<file path="config.mk">
export PLATFORM = sky130hd
export DESIGN_NAME = pipe_flow_ctrl
export DESIGN_NICKNAME = d
export VERILOG_FILES = /design/src/rtl/pipe_flow_ctrl.sv
export SDC_FILE = /design/constraint.sdc
export NUM_CORES = 1
export LEC_CHECK = 0
export ABC_CLOCK_PERIOD_IN_PS = 2900
export BUFFER_PORTS_ARGS = -buffer_cell sky130_fd_sc_hd__buf_2
export CORE_MARGIN = 2
export CORE_UTILIZATION = 49
export CTS_CLUSTER_DIAMETER = 30
export DETAILED_ROUTE_END_ITERATION = 8
export PLACE_DENSITY = 0.74
export SLEW_MARGIN = 25
export SYNTH_ARGS = -nofsm -noshare
export SYNTH_HDL_FRONTEND = slang
export SYNTH_SLANG_ARGS = --single-unit
export TNS_END_PERCENT = 10
</file>
<file path="constraint.sdc">
create_clock -name clk -period 2.9 [get_ports clk]
set_clock_uncertainty 0.1 [all_clocks]
set_input_delay 0.435 -clock clk [delete_from_list [all_inputs] [get_ports clk]]
set_output_delay 0.435 -clock clk [all_outputs]
set_load 0.1 [all_outputs]
</file>
<file path="src/rtl/pipe_flow_ctrl.sv">
// Pipeline flow controller for the 5-stage RV32I core: merges redirects, load-use and cache
// status into per-stage hold/flush controls, the IF redirect and saturating perf counters.
module pipe_flow_ctrl #(
  parameter int          CNT_W  = 32,
  parameter logic [31:0] RST_PC = 32'h0000_0000
) (
  input  logic             clk,
  input  logic             rst_n,
  input  logic             id_jump_flag_i,
  input  logic [31:0]      id_jump_pc_i,
  input  logic             ex_btaken_i,
  input  logic [31:0]      ex_bpc_i,
  input  logic             id_load_use_flag_i,
  input  logic             icache_valid_i,
  input  logic             dcache_miss_i,
  input  logic             dcache_valid_i,
  output logic             fc_bk_if_o,
  output logic             fc_bk_id_o,
  output logic             fc_bk_ex_o,
  output logic             fc_flush_id_o,
  output logic             fc_flush_ex_o,
  output logic             fc_jump_flag_o,
  output logic [31:0]      fc_jump_pc_o,
  output logic             fc_Icache_data_valid_o,
  output logic [CNT_W-1:0] stall_cnt_o,
  output logic [CNT_W-1:0] flush_cnt_o
);

  typedef enum logic [1:0] {RUN, LU, DSTALL, REDIR} state_t;

  localparam logic [CNT_W-1:0] CNT_ONE = {{(CNT_W-1){1'b0}}, 1'b1};

  state_t      st, st_nxt;
  logic        pend_vld, pend_vld_nxt;
  logic        pend_ex, pend_ex_nxt;
  logic [31:0] pend_pc, pend_pc_nxt;
  logic        bk_any;

  always_ff @(posedge clk or negedge rst_n) begin
    if (!rst_n) begin
      st       <= RUN;
      pend_vld <= 1'b0;
      pend_ex  <= 1'b0;
      pend_pc  <= RST_PC;
    end else begin
      st       <= st_nxt;
      pend_vld <= pend_vld_nxt;
      pend_ex  <= pend_ex_nxt;
      pend_pc  <= pend_pc_nxt;
    end
  end

  // Outputs are forced quiet while reset is held so nothing escapes before state is valid.
  always_comb begin
    st_nxt                 = st;
    pend_vld_nxt           = pend_vld;
    pend_ex_nxt            = pend_ex;
    pend_pc_nxt            = pend_pc;
    fc_bk_if_o             = 1'b0;
    fc_bk_id_o             = 1'b0;
    fc_bk_ex_o             = 1'b0;
    fc_flush_id_o          = 1'b0;
    fc_flush_ex_o          = 1'b0;
    fc_jump_flag_o         = 1'b0;
    fc_jump_pc_o           = RST_PC;
    fc_Icache_data_valid_o = 1'b0;
    if (rst_n) begin
      fc_Icache_data_valid_o = icache_valid_i;
      case (st)
        RUN: begin
          if (pend_vld) begin
            // Deferred redirect from a D-miss window goes out before anything new.
            fc_jump_flag_o         = 1'b1;
            fc_jump_pc_o           = pend_pc;
            fc_flush_id_o          = 1'b1;
            fc_flush_ex_o          = pend_ex;
            fc_Icache_data_valid_o = 1'b0;
            pend_vld_nxt           = 1'b0;
            pend_ex_nxt            = 1'b0;
            st_nxt                 = REDIR;
          end else if (ex_btaken_i) begin
            fc_jump_flag_o         = 1'b1;
            fc_jump_pc_o           = ex_bpc_i;
            fc_flush_id_o          = 1'b1;
            fc_flush_ex_o          = 1'b1;
            fc_Icache_data_valid_o = 1'b0;
            st_nxt                 = REDIR;
          end else if (id_jump_flag_i) begin
            fc_jump_flag_o         = 1'b1;
            fc_jump_pc_o           = id_jump_pc_i;
            fc_flush_id_o          = 1'b1;
            fc_Icache_data_valid_o = 1'b0;
            st_nxt                 = REDIR;
          end else if (dcache_miss_i) begin
            fc_bk_if_o = 1'b1;
            fc_bk_id_o = 1'b1;
            fc_bk_ex_o = 1'b1;
            st_nxt     = DSTALL;
          end else if (id_load_use_flag_i) begin
            fc_bk_if_o    = 1'b1;
            fc_bk_id_o    = 1'b1;
            fc_flush_ex_o = 1'b1;
            st_nxt        = LU;
          end else if (!icache_valid_i) begin
            fc_bk_if_o = 1'b1;
          end
        end
        LU: st_nxt = RUN;
        DSTALL: begin
          // An EX-sourced pending target is never displaced; ID only fills an empty slot.
          if (ex_btaken_i && !(pend_vld && pend_ex)) begin
            pend_vld_nxt = 1'b1;
            pend_ex_nxt  = 1'b1;
            pend_pc_nxt  = ex_bpc_i;
          end else if (id_jump_flag_i && !pend_vld) begin
            pend_vld_nxt = 1'b1;
            pend_ex_nxt  = 1'b0;
            pend_pc_nxt  = id_jump_pc_i;
          end
          if (dcache_valid_i) begin
            st_nxt = RUN;
          end else begin
            fc_bk_if_o = 1'b1;
            fc_bk_id_o = 1'b1;
            fc_bk_ex_o = 1'b1;
          end
        end
        REDIR: begin
          if (ex_btaken_i) begin
            fc_jump_flag_o         = 1'b1;
            fc_jump_pc_o           = ex_bpc_i;
            fc_flush_id_o          = 1'b1;
            fc_flush_ex_o          = 1'b1;
            fc_Icache_data_valid_o = 1'b0;
          end else if (icache_valid_i) begin
            st_nxt = RUN;
          end
        end
        default: st_nxt = RUN;
      endcase
    end
  end

  assign bk_any = fc_bk_if_o | fc_bk_id_o | fc_bk_ex_o;

  always_ff @(posedge clk or negedge rst_n) begin
    if (!rst_n) begin
      stall_cnt_o <= '0;
      flush_cnt_o <= '0;
    end else begin
      if (bk_any && !(&stall_cnt_o))         stall_cnt_o <= stall_cnt_o + CNT_ONE;
      if (fc_jump_flag_o && !(&flush_cnt_o)) flush_cnt_o <= flush_cnt_o + CNT_ONE;
    end
  end

endmodule

</file>
After elaboration in Yosys (flattened, before gate mapping)
Cells that the tools add are included.
{"block": "totals", "reg_bits": 100, "output_inout_bits": 103}
{"block": "op_classes", "n_addsub": 2, "muxes": 64, "n_eq_ne": 9, "n_reduce_logical": 18, "bitwise_logic": 2}
{"cell": "2-to-1 mux 32 bit", "n": 7}
{"cell": "adder 32 x 1 -> 32 bit, second input constant", "n": 2}
{"cell": "one-hot mux 32 bit (2 select lines)", "n": 1}
{"cell": "AND reduction 32 bit", "n": 2}
{"cell": "2-to-1 mux 1 bit", "n": 39}
{"cell": "2-to-1 mux 2 bit", "n": 8}
{"cell": "one-hot mux 1 bit (2 select lines)", "n": 8}
{"cell": "!= test 2 bit, second input constant", "n": 4}
{"cell": "one-hot mux 2 bit (4 select lines)", "n": 1}
{"cell": "!= test 6 bit, second input constant", "n": 1}
{"cell": "AND reduction 3 bit", "n": 2}
{"cell": "logical AND 1 bit", "n": 5}
{"cell": "AND reduction 5 bit", "n": 1}
{"cell": "equality test 2 bit, second input constant", "n": 2}
{"cell": "logical NOT 1 bit", "n": 4}
{"cell": "AND reduction 4 bit", "n": 1}
{"cell": "nonzero test 2 bit", "n": 2}
{"cell": "!= test 3 bit, second input constant", "n": 1}
{"cell": "equality test 2 x 1 -> 1 bit, second input constant", "n": 1}
{"cell": "logical NOT 2 bit", "n": 1}
{"cell": "bitwise OR 1 bit", "n": 2}

Logic depth before layout (Yosys ltp)
{"block": "depth", "ltp_word": 11, "mapped_depth": 9, "depth_no_buf": 8}

Worst setup path before layout
OpenSTA, ideal clock, no wires.
{"block": "synth_timing", "kind": "reg-to-output", "from": "reg st[0]", "to": "out fc_Icache_data_valid_o", "path_stages_with_launch": 5, "setup_slack_ns": -0.978, "arrival_ns": 3.343, "path_cell_list": "dfrtp_1 > inv_1 > ha_1 > or4b_4 > a211oi_1"}
{"block": "synth_between", "elab_chain_len": 3, "elab_cells_between_ends": 4, "cone_classes": "eq/ne (1); mux (2); reduce/logical (1)"}
{"element": "from (decl)", "line_no": "33", "source": "state_t st, st_nxt;"}
{"element": "from (signal assigned)", "line_no": "46", "source": "st <= st_nxt;"}
{"element": "equality test 2 bit or logical NOT 2 bit (tied branches)", "line_no": "69", "source": "case (st)"}
{"element": "one-hot mux 1 bit (2 select lines) (*)", "line_no": "69"}
{"element": "2-to-1 mux 1 bit (*)", "line_no": "67", "source": "if (rst_n) begin"}
{"element": "to (decl)", "line_no": "24", "source": "output logic fc_Icache_data_valid_o,"}
Mark *: on every way between the ends. The rest lies on a longest branch, timed or not.

Worst setup path in the final report
{"block": "layout_timing", "from": "reg st[0]", "to": "out fc_bk_if_o"}
{"block": "layout_between", "elab_chain_len": 3, "elab_cells_between_ends": 4, "cone_classes": "eq/ne (1); mux (2); reduce/logical (1)"}
{"element": "equality test 2 bit or logical NOT 2 bit (tied branches)", "line_no": "69"}
{"element": "one-hot mux 1 bit (2 select lines) (*)", "line_no": "69"}
{"element": "2-to-1 mux 1 bit (*)", "line_no": "67"}
{"element": "to (decl)", "line_no": "17", "source": "output logic fc_bk_if_o,"}
Marked as above.

==> reports/metrics.cfg <==
[outcome]
status=finished clean

[placement]
dpl-instance-area_um2=7700
place_ws_ns=0.298
io_buffers=174
gp_congestion=0.911
dp_hpwl_um=11900

[logic_synthesis]
synth_cell_type_count=52
synth-async-reset-ratio_pct=100
synth_top_cell_area_share_pct=41.5
synthesis.nets=771
netlist_area_um2=6030
synth.area.top_cells=dfrtp_1, a22oi_1, mux2i_1, nor2_1, xor2_1
synthFlopType=dfrtp_1
avgSynthCellArea_um2=8.69
synth_seq_cells=100
synth_edf_count=0
ys_seq_area_share_pct=41.5
post-synth-top-area-cell=dfrtp_1
synth.most_common_cell=dfrtp_1
post_synth_most_frequent_cells=dfrtp_1, nor2_1, nand2_1
synthCells=694
ys_warn_count=0

[cts]
cts_buffer_depth=2
cts.clk_slew.worst_paths_ns=0.07
post_cts_buffers=0
cts_buffers=9
cts.sinks=100
cts_tree=yes
insertion_delay_ns=0.34
clockRootBuffer=clkbuf_16
cts-htree-levels=3

[timing]
layout_setup_ws_ns=0.138
fin_crit_ns=2.76
finalSetupTns_ns=0
fmax_mhz=362
maxSlewViolCount=0
max_slew_margin_pct=58.4
setup_viol=0
worstMarginPinSlew_ns=0.624
fin_crit_sh_pct=95.2
hold_violations=0

[cells_and_area]
area_growth_pct=33.0
fin_nets=932
drive_gt1_share_pct=27.1
multi_input_area_um2=3330
ff_latch_area_um2=2500
fillCellCount=947
num_antenna_cells=0
final_cell_area_um2=8020

[global_route]
grt_max_degree=73
grt_use_total_pct=24.7
grt_pass1_wl_um=26500
overflow=0
grt_pass1_vias=5561
antenna_found_initial=0

[routing]
post-route-drc-count=0
vias=5912
first_pass_iters=5
drtIter0Drc=567
routed_via_density=5.87
routedWlPerCell_um=16.2
routed_wl_um=16300
antenna_left=0

[pwr]
p_leak_nw=3.78
vdd_drop_max_uv=803
power.density_nw_per_um2=795

[setup_path]
rr_worst_depth=7
start_kind=flip-flop
required_ns=2.37
timing.critical_path.from=st[0]
crit_path_end_kind=output pin
rr_endpoint=stall_cnt_o[19]
r2r-start=st[0]
reg2reg_slack_ns=0.28
arrival_ns=2.23
crit_fanout=12
criticalPathCategory=reg -> out

[hold_path]
min_to=pend_pc[30]
min_path_cells=3
hp-start=id_jump_pc_i[30]
hp-class=in -> reg

[floorplan]
coreArea_um2=12000
dieArea_um2=13200
io_pins=175
fp-row-count=40
die_x_um=115
initial_utilization_pct=50.2
die_y_um=115

[job]
maxCapViolCount=0

-- power breakdown --
| part | internal (mW) | switching [mW] |
|---|---|---|
| registers | 1.70 | 0.213 |
| logic | 1.05 | 2.27 |
| clock network | 0.613 | 0.526 |
| total | 3.36 | 3.01 |
-- state kept, by name (all words and copies together) (netlist names) --
| register | cells |
|---|---|
| st | 2 |
| pend_ex | 1 |
| stall_cnt_o | 32 |
| pend_vld | 1 |
| flush_cnt_o | 32 |
| pend_pc | 32 |
-- through the flow --
| stage | cells | hold WS [ns] | utilization [%] | total power, mW |
|---|---|---|---|---|
| after floorplan | 694 | 0.0394 | - | 4.25 |
| after detailed placement | 990 | 0.159 | 64.1 | 5.24 |
| after global placement | 990 | 0.158 | 64.1 | 5.14 |
| after global routing | 1007 | 0.328 | 66.8 | 6.74 |
| after CTS | 1007 | 0.317 | 66.6 | 6.39 |
| final | 1007 | 0.318 | 66.8 | 6.37 |
-- layer usage --
metal	wire [um]	part of all wire (%)	global-route usage (%)
met1	7120	44	33.8
met2	7820	48	40.9
met3	1260	7.7	4.27
met4	117	0.72	6.51
met5	0	0	0
-- final cells by class --
type	count	share of cell area, %
Clock buffer	10	2.98
Clock inverter	6	0.609
Inverter	16	0.749
Multi-Input combinational cell	533	41.6
Sequential cell	100	31.2
Tap cell	147	2.29
Timing Repair Buffer	195	20.6
-- worst max-delay path: stages, from the launching register on --
cell and delay, ns:
dfrtp_1 0.40, inv_1 0.09, ha_1 0.18, or4b_4 0.51, o21ai_2 0.25, nand2_4 0.14, inv_1 0.14, buf_12 0.18
-- cell families (layout without fill, tap and decap cells) --
| kind of cell | Yosys count | in the layout | synth area share, % |
|---|---|---|---|
| flip-flops | 100 | 100 | 41.5 |
| multiplexers | 42 | 42 | 7.14 |
| XOR/XNOR | 53 | 53 | 7.82 |
| adder cells (fa/ha/maj) | 5 | 5 | 1.04 |
| AO/OA/AOI/OAI | 158 | 158 | 16.6 |
| buffers and inverters | 61 | 227 | 4.03 |
| AND/OR/NAND/NOR | 275 | 275 | 21.9 |
-- what timing repair did --
item | in CTS | in global routing
resized for setup | 1 | 3
hold buffers | 1 | 0
endpoints found under the hold margin | 2 | 0
endpoints found under the setup margin | 1 | 3
-- layout by cell type, fill, tap and decap left out, types with 3 or more instances in the layout --
cell,n
a22oi_1,64
xnor2_1,15
ha_1,5
o21ai_0,36
and4_1,5
dfrtp_1,99
buf_12,41
inv_1,16
nand3_1,22
a31oi_1,3
nand2_1,69
nand4_1,18
nor4_1,11
mux2_2,6
buf_4,18
a21oi_1,38
xor2_1,37
nand2b_1,9
nor3b_1,3
mux2i_1,34
nor2_1,87
and3_1,8
nor4b_1,3
clkbuf_16,9
buf_2,134
nor3_1,23
-- worst max-delay path by stage --
stage	end	slack [ns]	depth (start not counted)
2_1_floorplan	fc_jump_pc_o[2]	-0.32	6
3_3_place_gp	stall_cnt_o[19]	0.35	6
3_5_place_dp	fc_jump_pc_o[3]	0.30	9
4_1_cts	fc_bk_if_o	0.06	7
5_1_grt	fc_bk_if_o	-0.03	7
6_report	fc_bk_if_o	0.14	7
(Power assumes the default switching activity.)
